`src/rtl/pipe_pkg.sv`:
```
// rtl/pipe_pkg.sv - shared state enum, default widths and control-bit indices for the pipe stage
package pipe_pkg;

    typedef enum logic [1:0] {
        EMPTY = 2'd0,
        ONE   = 2'd1,
        TWO   = 2'd2
    } pipe_state_e;

    localparam int DATA_W_DEF = 32;
    localparam int DEST_W_DEF = 5;
    localparam int CTRL_W_DEF = 4;

    // Control vector is {mem_to_reg, reg_write, mem_write, mem_read}, MSB first.
    localparam int CTRL_MEM_TO_REG = 3;
    localparam int CTRL_REG_WRITE  = 2;
    localparam int CTRL_MEM_WRITE  = 1;
    localparam int CTRL_MEM_READ   = 0;

endpackage

```
`src/rtl/pipe_slot.sv`:
```
// rtl/pipe_slot.sv - enable-loaded payload register with asynchronous active-low reset
module pipe_slot #(
    parameter int W = 8
) (
    input  logic         clk,
    input  logic         rst,
    input  logic         load,
    input  logic [W-1:0] d,
    output logic [W-1:0] q
);

    always_ff @(posedge clk or negedge rst) begin
        if (!rst) begin
            q <= '0;
        end else if (load) begin
            q <= d;
        end
    end

endmodule

```
`src/rtl/pipe_stage_reg.sv`:
```
// rtl/pipe_stage_reg.sv - EX/MEM style pipeline stage register with optional two-entry skid buffer
module pipe_stage_reg
    import pipe_pkg::*;
#(
    parameter int DATA_W = DATA_W_DEF,
    parameter int DEST_W = DEST_W_DEF,
    parameter int CTRL_W = CTRL_W_DEF,
    parameter int SKID   = 1
) (
    input  logic              clk,
    input  logic              rst,
    input  logic              flush,
    input  logic              in_valid,
    output logic              in_ready,
    input  logic [CTRL_W-1:0] in_ctrl,
    input  logic [DATA_W-1:0] in_alu_res,
    input  logic [DATA_W-1:0] in_rt,
    input  logic [DEST_W-1:0] in_dest,
    output logic              out_valid,
    input  logic              out_ready,
    output logic [CTRL_W-1:0] out_ctrl,
    output logic [DATA_W-1:0] out_address,
    output logic [DATA_W-1:0] out_rt,
    output logic [DEST_W-1:0] out_dest
);

    localparam int PAY_W = CTRL_W + 2 * DATA_W + DEST_W;

    pipe_state_e      state;
    pipe_state_e      state_nxt;
    logic             in_fire;
    logic             out_fire;
    logic             main_load;
    logic             skid_load;
    logic             main_from_skid;
    logic             ready_q;
    logic [PAY_W-1:0] in_pay;
    logic [PAY_W-1:0] main_d;
    logic [PAY_W-1:0] main_q;
    logic [PAY_W-1:0] skid_q;

    assign in_pay    = {in_ctrl, in_alu_res, in_rt, in_dest};
    assign out_valid = (state != EMPTY);
    assign in_fire   = in_valid && in_ready;
    assign out_fire  = out_valid && out_ready;

    // ready_q is low in reset; the skid build exposes it directly so in_ready never depends on out_ready.
    assign in_ready = (SKID != 0) ? ready_q : (ready_q && (!out_valid || out_ready));

    always_comb begin
        state_nxt      = state;
        main_load      = 1'b0;
        skid_load      = 1'b0;
        main_from_skid = 1'b0;
        if (flush) begin
            state_nxt = EMPTY;
        end else begin
            case (state)
                EMPTY: begin
                    if (in_fire) begin
                        main_load = 1'b1;
                        state_nxt = ONE;
                    end
                end
                ONE: begin
                    if (in_fire && out_fire) begin
                        main_load = 1'b1;
                    end else if (in_fire && (SKID != 0)) begin
                        skid_load = 1'b1;
                        state_nxt = TWO;
                    end else if (out_fire) begin
                        state_nxt = EMPTY;
                    end
                end
                TWO: begin
                    if (out_fire) begin
                        main_load      = 1'b1;
                        main_from_skid = 1'b1;
                        state_nxt      = ONE;
                    end
                end
                default: state_nxt = EMPTY;
            endcase
        end
    end

    always_ff @(posedge clk or negedge rst) begin
        if (!rst) begin
            state   <= EMPTY;
            ready_q <= 1'b0;
        end else begin
            state   <= state_nxt;
            ready_q <= (state_nxt != TWO);
        end
    end

    assign main_d = main_from_skid ? skid_q : in_pay;

    pipe_slot #(.W(PAY_W)) u_main (
        .clk  (clk),
        .rst  (rst),
        .load (main_load),
        .d    (main_d),
        .q    (main_q)
    );

    if (SKID != 0) begin : g_skid
        pipe_slot #(.W(PAY_W)) u_skid (
            .clk  (clk),
            .rst  (rst),
            .load (skid_load),
            .d    (in_pay),
            .q    (skid_q)
        );
    end else begin : g_no_skid
        assign skid_q = '0;
    end

    // Control is squashed while empty so a stale entry is seen downstream as a bubble.
    assign out_ctrl    = out_valid ? main_q[DEST_W+2*DATA_W +: CTRL_W] : '0;
    assign out_address = main_q[DEST_W+DATA_W +: DATA_W];
    assign out_rt      = main_q[DEST_W +: DATA_W];
    assign out_dest    = main_q[DEST_W-1:0];

endmodule

```
`config.mk`:
```
export PLATFORM = sky130hd
export DESIGN_NAME = pipe_stage_reg
export DESIGN_NICKNAME = d
export VERILOG_FILES = /design/src/rtl/pipe_pkg.sv /design/src/rtl/pipe_slot.sv /design/src/rtl/pipe_stage_reg.sv
export SDC_FILE = /design/constraint.sdc
export NUM_CORES = 1
export LEC_CHECK = 0
export CAP_MARGIN = 20
export CORE_MARGIN = 4
export CORE_UTILIZATION = 55
export CTS_CLUSTER_SIZE = 28
export DETAILED_ROUTE_END_ITERATION = 16
export GPL_ROUTABILITY_DRIVEN = 0
export PLACE_DENSITY = 0.86
export SYNTH_ARGS = -nofsm -noshare
export SYNTH_HDL_FRONTEND = slang
export SYNTH_SLANG_ARGS = --single-unit
```
`constraint.sdc`:
```
create_clock -name clk -period 2.5 [get_ports clk]
set_clock_uncertainty 0.15 [all_clocks]
set_input_delay 0.25 -clock clk [delete_from_list [all_inputs] [get_ports clk]]
set_output_delay 0.25 -clock clk [all_outputs]
set_load 0.05 [all_outputs]
```
==> flow_summary_export.csv, run 1 <==
group,metric,value,unit
logic_synthesis,avgSynthCellArea,12.34,um2
clocking,cts_tree,"built",
floorplanning,fp.dieW,120.6,um
worst_setup_path,timing.rr.start,"state[1]",
power_and_ir_drop,power.total,0.008215,W
place,hpwl,9.479,mm
clocking,cts.sinks,149,
clocking,clk_pin_slew,0.06,ns
logic_synthesis,synth_top_area_share,53.47,%
power_and_ir_drop,power.density,939.4,nW/um2
clocking,htree_levels,4,
route,drc_errors,0,
power_and_ir_drop,leakage,3.558,nW
clocking,cts_buffers,17,
route,routed_wl,13.94,mm
sta,fin_crit,2.383,ns
global_route,grt_antenna_before_repair,0,
logic_synthesis,synth_cell_types,22,
floorplanning,die_h,120.6,um
floorplanning,dieArea,14540,um2
logic_synthesis,yosys_warnings,0,
route,drtIter0Drc,276,
place,io_buffers,152,
final_layout,layout-drive-gt1-share,23.03,%
worst_setup_path,crit_arrival,1.98,ns
logic_synthesis,yosysSeqAreaShare,53.47,%
floorplanning,start_util,57.10,%
power_and_ir_drop,ir_worst_vdd,0.0006171,V
floorplanning,std_cell_rows,40,
worst_setup_path,crit_path_start,"state[0]",
final_layout,fin_nets,725,
logic_synthesis,synth_area,6973,um2
final_layout,diodes,0,
sta,layout_setup_ws,0.1168,ns
sta,grt_setup_unrepaired,"false",
global_route,grt_pass1_wl,22.78,mm
sta,slew_headroom,60.46,%
logic_synthesis,synth.largest_area_cell,"dfrtp_1",
logic_synthesis,syn_inst,565,
floorplanning,core_region_area,12210,um2
route,vias,4332,
global_route,grtUsageTotal,20.14,%
sta,period_share,95.33,%
sta,max_clock_freq,419.6,MHz
global_route,grt.overflow.total,0,
worst_setup_path,cp.required,2.10,ns
sta,finalSetupTns,0,ns
worst_setup_path,crit_path_start_kind,"register",
sta,hold_violations,0,
worst_setup_path,cp-end-kind,"output pin",
clocking,post-cts-setup-buffer-count,0,
flow_run,max-cap-violations,0,
clocking,clock_path_buffers,2,
route,routedWlPerCell,16.83,um
sta,hold_ws,0.2454,ns
logic_synthesis,syn_nets,643,
route,ant_nets,0,
place,place_ws,0.3201,ns
final_layout,postLayoutCoreUtil,71.61,%
final_layout,areaGrowthSynthToFinish,25.41,%
logic_synthesis,yosys-top-cells-area,"dfrtp_1 53%, mux2_2 12%, mux2i_1 10%, buf_4 7.4%, nor2_1 4.1%",
sta,slew_violations,0,
clocking,clk_latency,0.41,ns
worst_hold_path,hp-class,"input port to asynchronous set/reset pin",
worst_setup_path,worstSetupPathType,"register to output pin",
sta,setup_violations,0,
logic_synthesis,ys_ff_latch,149,
outcome,status,"complete, no violations",
worst_setup_path,critPathMaxFanout,7,
global_route,grt_pass1_vias,4552,
floorplanning,design.portCount,153,
clocking,root_buffer,"clkbuf_16",
route,first_pass_iters,4,
sta,worst_pin_slew,0.5931,ns
route,vias_per_cell,5.232,
global_route,grt_start_max_net_pins,77,
-- layout make-up --
cell class | count | area [um2]
tap | 168 | 210.2
multi-input combinational | 314 | 2475
clock buffer | 23 | 508.0
sequential | 149 | 3729
inverter | 1 | 3.754
fill | 866 | 3467
timing repair buffer | 164 | 1722
clock inverter | 9 | 97.59
-- sequential cells by signal (all words and copies together) (netlist names) --
register,cells
g_skid.u_skid.q,73
u_main.q,73
state,2
in_ready,1
-- worst max-delay path, cell delays in order, from the launching register on --
cell and delay [ns]:
dfrtp_1 0.48, nor2_2 0.31, inv_1 0.07, clkdlybuf4s50_1 0.71
-- metal layers --
layer,part of all wire [%],GRT usage [%],vias up
met5,0,0,-
met4,1.9,7.790,0
met3,6.5,6.782,21
met2,52,34.51,133
met1,39,23.36,2148
li1,-,-,2030
-- through the flow --
step | instance area [um2] | std cells
6_report | 8745 | 828
5_1_grt | 8745 | 828
4_1_cts | 8737 | 828
3_5_place_dp | 8120 | 795
3_3_place_gp | 8120 | 795
2_1_floorplan | 6973 | 565
-- cell usage after synthesis --
cell / count
a21oi_1: 43
and3b_1: 1
nor2b_1: 4
nor2_1: 77
nand2_1: 3
nand3b_1: 1
and2_1: 1
mux2i_1: 73
o21bai_1: 1
nand3_1: 1
nand4bb_1: 1
nor2b_2: 1
a21oi_2: 30
mux2_2: 73
buf_2: 24
nand4b_1: 1
buf_12: 8
buf_4: 69
dfrtp_1: 149
inv_1: 1
and3b_2: 1
a31oi_1: 2
-- final timing paths --
kind | depth (start not counted) | slack (ns) | to
worst max-delay path | 3 | 0.12 | out_valid
worst min-delay path | 2 | 0.25 | u_main.q[46]
worst max register to register | 5 | 0.53 | u_main.q[66]
worst min register to register | 1 | 0.35 | g_skid.u_skid.q[13]
max in group asynchronous | 3 | 1.29 | u_main.q[66]
min in group clk | 2 | 0.32 | g_skid.u_skid.q[33]
-- power by group --
part / switching [W] / leakage (nW) / internal, W
Clock: 0.000937 / 0.305 / 0.00162
Combinational: 0.00137 / 1.52 / 0.000952
Sequential: 0.000322 / 1.73 / 0.00301
Total: 0.00263 / 3.56 / 0.00558
-- logic make-up after synthesis --
group / Yosys count / synth area share, %
DFF: 149 / 53.47
muxes: 146 / 22.27
buffers and inverters: 102 / 11.50
and+or+nand+nor: 92 / 5.616
AOI/OAI and AO/OA: 76 / 7.142
-- cell usage in the layout, fill, tap and decap left out, types with 2 or more instances in the layout --
master / Yosys / layout
a21oi_2: 30 / 30
clkbuf_16: 0 / 17
nor2b_1: 4 / 4
mux2i_1: 73 / 73
dlymetal6s2s_1: 0 / 3
nand2_1: 3 / 3
buf_4: 69 / 3
bufinv_16: 0 / 2
nor2_1: 77 / 76
dfrtp_1: 149 / 149
buf_12: 8 / 8
clkdlybuf4s50_1: 0 / 147
mux2_2: 73 / 73
clkinv_2: 0 / 6
a21oi_1: 43 / 43
clkbuf_8: 0 / 6
-- timing repair --
action                     CTS  global route
gates resized for setup      2             3
setup endpoints to repair    5             3
hold buffers                 1             0
hold endpoints to repair    60             0
No activity file was read; power rests on OpenSTA's default activity.
==> run 2: changes to the inputs <==
--- a/config.mk
+++ b/config.mk
@@ -8,6 +8,7 @@
 export CAP_MARGIN = 20
 export CORE_MARGIN = 4
 export CORE_UTILIZATION = 55
+export CTS_CLUSTER_DIAMETER = 100
 export CTS_CLUSTER_SIZE = 28
 export DETAILED_ROUTE_END_ITERATION = 16
 export GPL_ROUTABILITY_DRIVEN = 0
==> results of run 2 <==
The final DEF is identical to that of run 1; final timing and power are the same.
==> run 3: changes to the inputs <==
--- a/config.mk
+++ b/config.mk
@@ -6,9 +6,8 @@
 export NUM_CORES = 1
 export LEC_CHECK = 0
 export CAP_MARGIN = 20
-export CORE_MARGIN = 4
+export CORE_MARGIN = 1
 export CORE_UTILIZATION = 55
-export CTS_CLUSTER_DIAMETER = 100
 export CTS_CLUSTER_SIZE = 28
 export DETAILED_ROUTE_END_ITERATION = 16
 export GPL_ROUTABILITY_DRIVEN = 0
==> flow_summary_export.csv, run 3 (synthesis gave the netlist of run 1 again) <==
group,metric,value,unit
floorplanning,fp.dieW,114.6,um
route,first_pass_iters,4,
floorplanning,core_region_area,12160,um2
worst_setup_path,critPathMaxFanout,7,
clocking,clock_path_buffers,2,
global_route,grtUsageTotal,22.90,%
final_layout,fin_nets,730,
floorplanning,start_util,57.34,%
final_layout,fillers,814,
worst_setup_path,rr_worst_depth,5,
clocking,cts_tree,"built",
floorplanning,std_cell_rows,40,
clocking,cts.sinks,149,
route,routed_wl,14.04,mm
worst_setup_path,timing.rr.start,"state[0]",
place,hpwl,9.548,mm
global_route,grt_start_max_net_pins,73,
worst_setup_path,worstSetupPathType,"register to output pin",
route,drtIter0Drc,250,
worst_setup_path,cp.required,2.10,ns
sta,hold_ws,0.1970,ns
final_layout,diodes,0,
floorplanning,die_h,114.6,um
clocking,cts_buffers,17,
global_route,grt_pass1_wl,22.78,mm
route,vias,4374,
sta,slew_violations,0,
final_layout,design_area,8792,um2
sta,period_share,97.99,%
route,ant_nets,0,
power_and_ir_drop,power.total,0.008308,W
place,post_dp_cell_area,8158,um2
final_layout,final_cell_mix,"149 x dfrtp_1, 149 x clkdlybuf4s50_1, 76 x nor2_1, 73 x mux2i_1, 73 x mux2_2",
route,routedWlPerCell,16.86,um
final_layout,areaGrowthSynthToFinish,26.09,%
worst_setup_path,crit_path_start_kind,"register",
route,vias_per_cell,5.251,
outcome,status,"complete, no violations",
power_and_ir_drop,leakage,3.560,nW
clocking,clk_latency,0.42,ns
clocking,root_buffer,"clkbuf_16",
final_layout,top_regs,"g_skid.u_skid.q: 73 flops, u_main.q: 73 flops, state: 2 flops",
worst_setup_path,crit_path_start,"state[0]",
place,io_buffers,152,
sta,max_clock_freq,408.2,MHz
clocking,clk_pin_slew,0.06,ns
clocking,post-cts-setup-buffer-count,0,
sta,hold_violations,0,
sta,worst_pin_slew,0.5537,ns
flow_run,max-cap-violations,0,
worst_hold_path,hp-class,"input port to asynchronous set/reset pin",
final_layout,layout-drive-gt1-share,23.46,%
worst_setup_path,crit_end,"out_ctrl[0]",
worst_setup_path,cp-end-kind,"output pin",
worst_setup_path,reg2reg_to,"u_main.q[51]",
route,drc_errors,0,
clocking,htree_levels,4,
sta,grt_setup_unrepaired,"false",
floorplanning,dieArea,13130,um2
sta,finalSetupTns,0,ns
power_and_ir_drop,power.density,944.9,nW/um2
worst_setup_path,crit_arrival,2.05,ns
global_route,grt_antenna_before_repair,0,
sta,fin_crit,2.450,ns
sta,slew_headroom,62.97,%
final_layout,postLayoutCoreUtil,72.29,%
global_route,grt.overflow.total,0,
worst_setup_path,ff2ff_setup_slack,0.53,ns
sta,setup_violations,0,
floorplanning,design.portCount,153,
global_route,grt_pass1_vias,4778,
power_and_ir_drop,ir_worst_vdd,0.0005314,V
run 3: power by group:
group	leakage [nW]	switching, W	total (W)	internal [W]
Combinational	1.52	0.00138	0.00235	0.000966
Sequential	1.73	0.000328	0.00334	0.00302
Clock	0.309	0.000923	0.00262	0.00169
Total	3.56	0.00263	0.00831	0.00567
run 3: timing repair:
action	CTS	global route
hold buffers	1	0
resized for setup	2	1
cloned	0	0
endpoints found under the setup margin	5	1
hold endpoints to repair	51	0
pin swaps	0	0
run 3: worst min-delay path by stage:
stage | from | endpoint | slack [ns] | cells after the start
finish | rst | u_main.q[57] | 0.20 | 2
global route | rst | u_main.q[57] | 0.24 | 2
CTS | rst | u_main.q[57] | 0.21 | 2
detailed placement | rst | u_main.q[57] | 0.1 | 1
global placement | rst | u_main.q[57] | 0.09 | 1
floorplan | rst | g_skid.u_skid.q[0] | -0.20 | 0
run 3: per-stage QoR:
stage | cells | setup WS [ns]
finish | 833 | 0.05017
global placement | 800 | 0.3193
CTS | 833 | 0.02309
floorplan | 565 | 0.6115
detailed placement | 800 | 0.2715
global route | 833 | 0.001426
run 3: critical path, stage by stage, from the launching register on:
cell and delay (ns):
dfrtp_1 0.51, nor2_2 0.14, nor2b_1 0.16, clkdlybuf4s50_1 0.82
run 3: layout make-up:
type | count | area [um2] | share of cell area, %
Sequential cell | 149 | 3729 | 42.41
Tap cell | 168 | 210.2 | 2.391
Timing Repair Buffer | 169 | 1754 | 19.95
Multi-Input combinational cell | 314 | 2475 | 28.15
Clock buffer | 23 | 498.0 | 5.664
Inverter | 1 | 3.754 | 0.04269
Clock inverter | 9 | 122.6 | 1.395
run 3: routing by layer:
metal	up-vias	wire length (um)	global-route usage, %	part of all wire [%]
met3	27	832	7.200	5.9
met4	0	273	9.524	1.9
met1	2192	5541	25.27	39
met2	120	7395	40.77	53
li1	2035	-	-	-
met5	-	0	0	0
